===== config.mk =====
export PLATFORM = sky130hd
export DESIGN_NAME = bidir_rx_fifo
export DESIGN_NICKNAME = d
export VERILOG_FILES = /design/src/rtl/bidir_rx_fifo.sv
export SDC_FILE = /design/constraint.sdc
export NUM_CORES = 1
export LEC_CHECK = 0
export ABC_CLOCK_PERIOD_IN_PS = 8600
export CORE_MARGIN = 5
export CORE_UTILIZATION = 55
export DETAILED_ROUTE_END_ITERATION = 7
export HOLD_SLACK_MARGIN = 0.03
export PLACE_DENSITY = 0.73
export SETUP_SLACK_MARGIN = 0.15
export SLEW_MARGIN = 20
export SYNTH_ARGS = -nofsm -noshare
export SYNTH_HDL_FRONTEND = slang
export SYNTH_SLANG_ARGS = --single-unit

===== constraint.sdc =====
create_clock -name clk -period 8.6 [get_ports clk]
set_input_delay 2.15 -clock clk [delete_from_list [all_inputs] [get_ports clk]]
set_output_delay 2.15 -clock clk [all_outputs]
set_load 0.02 [all_outputs]

===== src/rtl/bidir_rx_fifo.sv =====
// bidir_rx_fifo: first-word-fall-through stream FIFO for the bidir RX path,
// tracking stored beat count and stored packet-end count.
module bidir_rx_fifo #(
   parameter int DW        = 32,
   parameter int UW        = 4,
   parameter int SW        = 4,
   parameter int DEPTH     = 16,
   parameter int AFULL_THR = 12
) (
   input  logic                         clk,
   input  logic                         rst,
   input  logic                         flush,
   input  logic                         s_tvalid,
   input  logic [DW-1:0]                s_tdata,
   input  logic [UW-1:0]                s_tuser,
   input  logic [SW-1:0]                s_tstrb,
   input  logic                         s_tlast,
   output logic                         s_tready,
   output logic                         m_tvalid,
   output logic [DW-1:0]                m_tdata,
   output logic [UW-1:0]                m_tuser,
   output logic [SW-1:0]                m_tstrb,
   output logic                         m_tlast,
   input  logic                         m_tready,
   output logic [$clog2(DEPTH+1)-1:0]   level,
   output logic [$clog2(DEPTH+1)-1:0]   pkt_cnt,
   output logic                         empty,
   output logic                         full,
   output logic                         afull
);
   localparam int AW = $clog2(DEPTH);
   localparam int LW = $clog2(DEPTH+1);
   localparam int EW = DW + UW + SW + 1;

   logic [EW-1:0] mem [DEPTH];
   logic [AW-1:0] wr_ptr, rd_ptr;
   logic          push, pop;

   assign empty    = level == '0;
   assign full     = level == LW'(DEPTH);
   assign afull    = level >= LW'(AFULL_THR);
   // ready depends only on registered state and the rst/flush controls
   assign s_tready = !full && !flush && !rst;
   assign m_tvalid = !empty;
   assign push     = s_tvalid && s_tready;
   assign pop      = m_tvalid && m_tready;
   assign {m_tlast, m_tuser, m_tstrb, m_tdata} = mem[rd_ptr];

   always_ff @(posedge clk)
      if (push) mem[wr_ptr] <= {s_tlast, s_tuser, s_tstrb, s_tdata};

   always_ff @(posedge clk)
      if (rst || flush) begin
         wr_ptr  <= '0;
         rd_ptr  <= '0;
         level   <= '0;
         pkt_cnt <= '0;
      end else begin
         if (push) wr_ptr <= wr_ptr + AW'(1);
         if (pop) rd_ptr <= rd_ptr + AW'(1);
         level   <= level + LW'(push) - LW'(pop);
         pkt_cnt <= pkt_cnt + LW'(push && s_tlast) - LW'(pop && m_tlast);
      end
endmodule


==> results of run 1 <==
==> metal layers <==
metal / track usage / vias up / wire, um
met4: 0.0475 / 4 / 727
met1: 0.306 / 6336 / 21400
met2: 0.334 / 523 / 25800
li1: - / 5095 / -
met5: 0 / - / 29
met3: 0.0423 / 63 / 4540
==> cell usage in the layout (no fill, tap or decap), drive strengths merged, types with 20 or more instances in the layout <==
| cell type | n |
|---|---|
| and2 | 20 |
| a22oi | 80 |
| nand2 | 49 |
| edfxtp | 656 |
| mux4 | 164 |
| inv | 21 |
| dfxtp | 22 |
| clkinv | 29 |
| clkbuf | 85 |
| buf | 24 |
| clkdlybuf4s50 | 101 |
==> stage by stage <==
stage	setup WS (ns)	cells	hold WS [ns]	total power [mW]	instance area, um^2
3_3_place_gp	2.70	1824	0.478	4.49	27500
3_5_place_dp	2.71	1824	0.482	4.50	27500
2_1_floorplan	3.38	1151	0.463	4.27	25800
4_1_cts	2.69	1946	0.499	7.32	29600
5_1_grt	2.56	1946	0.538	7.52	29600
6_report	2.72	1946	0.497	7.25	29600
==> report_power, final <==
group          total [mW]  internal [mW]  switching (mW)
combinational       0.740          0.382           0.357
clock                2.82           1.66            1.16
sequential           3.68           3.65          0.0377
total                7.25           5.69            1.56
==> area by class of cell <==
type                    instances  area [um^2]  share of cell area
clock buffers                  85         1830              0.0618
clock inverters                37          304              0.0103
inverters                      19         71.3             0.00241
multi-input cells             395         5300               0.179
flip-flops and latches        678        20100               0.680
well taps                     607          759              0.0256
repair buffers                125         1220              0.0411
==> worst max-delay path: stages <==
cell and delay [ns]:
clkdlybuf4s50_1 0.41, or2_2 0.43, nor2_1 0.13, clkdlybuf4s50_1 0.61
==> sequential cells by signal, summed over array words and instances (netlist names), named ones only <==
name / cells
mem: 656
level: 5
pkt_cnt: 5
rd_ptr: 4
wr_ptr: 4
==> worst max path at each step <==
stage | from | endpoint | slack [ns] | cells after the start
2_1_floorplan | flush | s_tready | 3.38 | 4
3_3_place_gp | flush | s_tready | 2.70 | 4
6_report | flush | s_tready | 2.72 | 4
4_1_cts | flush | s_tready | 2.69 | 4
5_1_grt | flop | m_tdata[30] | 2.56 | 5
3_5_place_dp | flush | s_tready | 2.71 | 4
==> logic make-up after synthesis <==
| logic type | synth area share |
|---|---|
| DFF | 0.782 |
| muxes | 0.144 |
| and+or+nand+nor | 0.0194 |
| AOI/OAI and AO/OA | 0.0267 |
| buffers and inverters | 0.0144 |
| adders and majority gates | 0.0103 |
| xor gates and xnor gates | 0.00340 |
==> impl_metrics.ini, run 1 <==
[run_status]
status = finished clean

[critical_path]
r2r_setup_slack_ns = 5.04
crit_path_end_kind = output port
worst-path-max-fanout = 15
worst_ep_required_time_ns = 6.45
worstPathArrival_ns = 3.73
critPathLaunchType = input port
reg2reg_to = pkt_cnt[4]
r2r_cells = 12
worstSetupPathType = in -> out

[placement]
portBuffers = 101
gp_congestion = 0.743
dpl.hpwl_mm = 25.1

[clocking]
htree_num_levels = 3
cts-root-buf = clkbuf_16
clkLatencyLatePin_ns = 0.57
cts.sinks = 678
cts_setup_buffers = 0
clock_path_buffers = 3
cts_tree = done
cts-resized-gates = 0
cts_made_buffers = 68
cts_hold_buf = 0
clkTransAtPathRegs_ns = 0.06

[logic_synthesis]
synth_cells = 1151
synth_area_per_cell_um2 = 22.4
yosysWarnings = 0
synth-seq-cells = 678
yosysTopAreaCellShare = 0.765
syn-num-nets = 1217
yosysTopAreaCell = edfxtp_1
async_flop_share = 0
ys_top_cells_by_area = edfxtp_1, mux4_2, a22oi_1, dfxtp_1, ha_1
yosysMostFrequentCell = edfxtp_1
synth_enable_flop_cells = 656
synthTopCellsByCount = edfxtp_1, mux4_2, a22oi_1, nand2_1, clkbuf_1
synth.distinct_cells = 34
syn_area_um2 = 25800
ys.flop_type = edfxtp_1
ys_seq_area_frac = 0.782

[finish]
drive_gt1_frac = 0.229
fillCellCount = 3029
syn_to_final_growth_pct = 15.0
layout.nets = 1353
utilization = 0.638
antenna_cells = 0

[detailed_routing]
ant_nets = 0
drtPass1Iterations = 6
vias = 12021
drc = 0
drt_wl_total_mm = 52.5
wire_per_inst_um = 27.0
routed_via_density = 6.18
drt_iter0_markers = 1378

[global_routing]
antenna_found_initial = 2
track_usage = 0.209
grt_max_degree = 165
overflow = 0
grt_pass1_vias = 12505
grt_pass1_wl_mm = 78.8

[floorplanning]
ios = 102
dieHeight_um = 226
initial_utilization = 0.555
num_rows = 79
core_um2 = 46500
die_x_um = 226
dieArea_um2 = 51300

[timing]
finClkSkew_ns = 0.0202
hold_viol = 0
min_period_over_period = 0.684
setup_viol = 0
fin_crit_ns = 5.88
rsz0062_at_grt = false
tns_ns = 0
relSlewSlack = 0.316
max_freq_mhz = 170
worst_slew_pin_slew_ns = 1.03
slew_viol_final = 0

[power_and_ir_drop]
p_leak_nw = 9.27
p_per_area_nw_per_um2 = 245
max-vdd-ir-drop_uv = 177

[run]
max-cap-violations = 0

[hold_path]
holdPathEnd = rd_ptr[1]
hold_path_startpoint = rd_ptr[1]
hold_depth = 2
hp-class = reg -> reg
Note: power is estimated with default switching activity, not from simulation.
==> inputs of run 2 (changes only) <==
--- a/config.mk
+++ b/config.mk
@@ -5,7 +5,7 @@
 export SDC_FILE = /design/constraint.sdc
 export NUM_CORES = 1
 export LEC_CHECK = 0
-export ABC_CLOCK_PERIOD_IN_PS = 8600
+export ABC_CLOCK_PERIOD_IN_PS = 5900
 export CORE_MARGIN = 5
 export CORE_UTILIZATION = 55
 export DETAILED_ROUTE_END_ITERATION = 7
==> constraint.sdc (replaced) <==
create_clock -name clk -period 5.9 [get_ports clk]
set_input_delay 1.475 -clock clk [delete_from_list [all_inputs] [get_ports clk]]
set_output_delay 1.475 -clock clk [all_outputs]
set_load 0.02 [all_outputs]
==> impl_metrics.ini, run 2 (synthesis gave the netlist of run 1 again) <==
[critical_path]
crit_path_end_kind = output port
critPathLaunchType = flop
worst-path-max-fanout = 48
worst_ep_required_time_ns = 4.43
worstPathArrival_ns = 3.42
r2r_setup_slack_ns = 2.34
r2r_cells = 12
worstSetupPathType = reg -> out
reg2reg_to = pkt_cnt[4]

[run]
max-cap-violations = 0

[finish]
largest_register_ffs = 656
fin_area_um2 = 29700
top_register = mem
layout.nets = 1369
antenna_cells = 0
final_cell_mix = edfxtp_1, mux4_2, clkdlybuf4s50_1, a22oi_1, clkbuf_16
layout.cells.non_filler = 1961
syn_to_final_growth_pct = 15.4
largest_registers = mem x656, level x5, pkt_cnt x5
utilization = 0.640
drive_gt1_frac = 0.233
layout_commonest_cell = edfxtp_1

[global_routing]
grt_pass1_wl_mm = 80.5
antenna_found_initial = 2
track_usage = 0.213
grt_max_degree = 68
grt_pass1_vias = 12718
overflow = 0

[clocking]
cts-resized-gates = 0
htree_num_levels = 3
cts_setup_buffers = 0
cts_made_buffers = 66
clkTransAtPathRegs_ns = 0.06
cts-root-buf = clkbuf_16
cts_tree = done
clkLatencyLatePin_ns = 0.59
cts.sinks = 678
cts_hold_buf = 0
clock_path_buffers = 3

[timing]
tns_ns = 0
slew_viol_final = 0
setup_ws_ns = 1.01
setup_viol = 0
min_period_over_period = 0.829
relSlewSlack = 0.442
hold_viol = 0
max_freq_mhz = 204
worst_slew_pin_slew_ns = 0.835
holdWs_ns = 0.502
fin_crit_ns = 4.89
finClkSkew_ns = 0.0188
rsz0062_at_grt = false

[placement]
place_ws_ns = 1.31
gp_congestion = 0.741
dpl.hpwl_mm = 29.7
portBuffers = 101
dpl_cell_area_um2 = 27600
placed_cells = 1842

[detailed_routing]
ant_nets = 0
wire_per_inst_um = 27.2
drc = 0
drtPass1Iterations = 5
wl_met1_mm = 22.0
routed_via_density = 6.17
vias = 12095
drt_wl_total_mm = 53.4
top_layer_used = met5
wl_met3_mm = 3.98
drt_iter0_markers = 1335
wl_met2_mm = 26.5

[floorplanning]
dieHeight_um = 226
dieArea_um2 = 51300
core_um2 = 46500
num_rows = 79
initial_utilization = 0.555
ios = 102
die_x_um = 226

[power_and_ir_drop]
max-vdd-ir-drop_uv = 334
p_leak_nw = 9.34
p_per_area_nw_per_um2 = 355
power_mw = 10.5

[hold_path]
hold_depth = 2
hold_path_startpoint = rd_ptr[1]
hp-class = reg -> reg

[run_status]
status = finished clean
-- run 2: final cells by class --
cell class	count	area (um^2)
clock inverter	28	198
multi-input combinational	395	5300
fill	3016	16700
sequential	678	20100
inverter	19	71.3
clock buffer	91	1890
timing repair buffer	143	1360
tap	607	759
-- run 2: metal layers --
layer	vias to the layer above	global-route usage
met5	-	0
li1	5137	-
met1	6391	0.309
met3	79	0.0492
met2	484	0.338
met4	4	0.0543
-- run 2: worst max path at each step --
stage               start     endpoint  slack, ns  depth (start not counted)
floorplan           flush     s_tready       2.03                          4
global placement    flush     s_tready       1.35                          4
detailed placement  flush  mem[10][26]       1.31                          7
CTS                  flop   m_tstrb[2]       0.92                          5
global route         flop   m_tstrb[2]       0.73                          5
finish               flop  m_tdata[11]       1.01                          5
-- run 2: worst max-delay path, stage by stage, from the launching register on --
cell,delay (ns)
dfxtp_4,0.76
buf_12,0.42
mux4_2,0.55
a22oi_1,0.38
nand2_1,0.14
clkdlybuf4s50_1,0.56
-- run 2: report_power, final --
part | internal, mW | switching [mW]
Combinational | 0.567 | 0.549
Sequential | 5.32 | 0.0547
Clock | 2.37 | 1.68
Total | 8.26 | 2.28
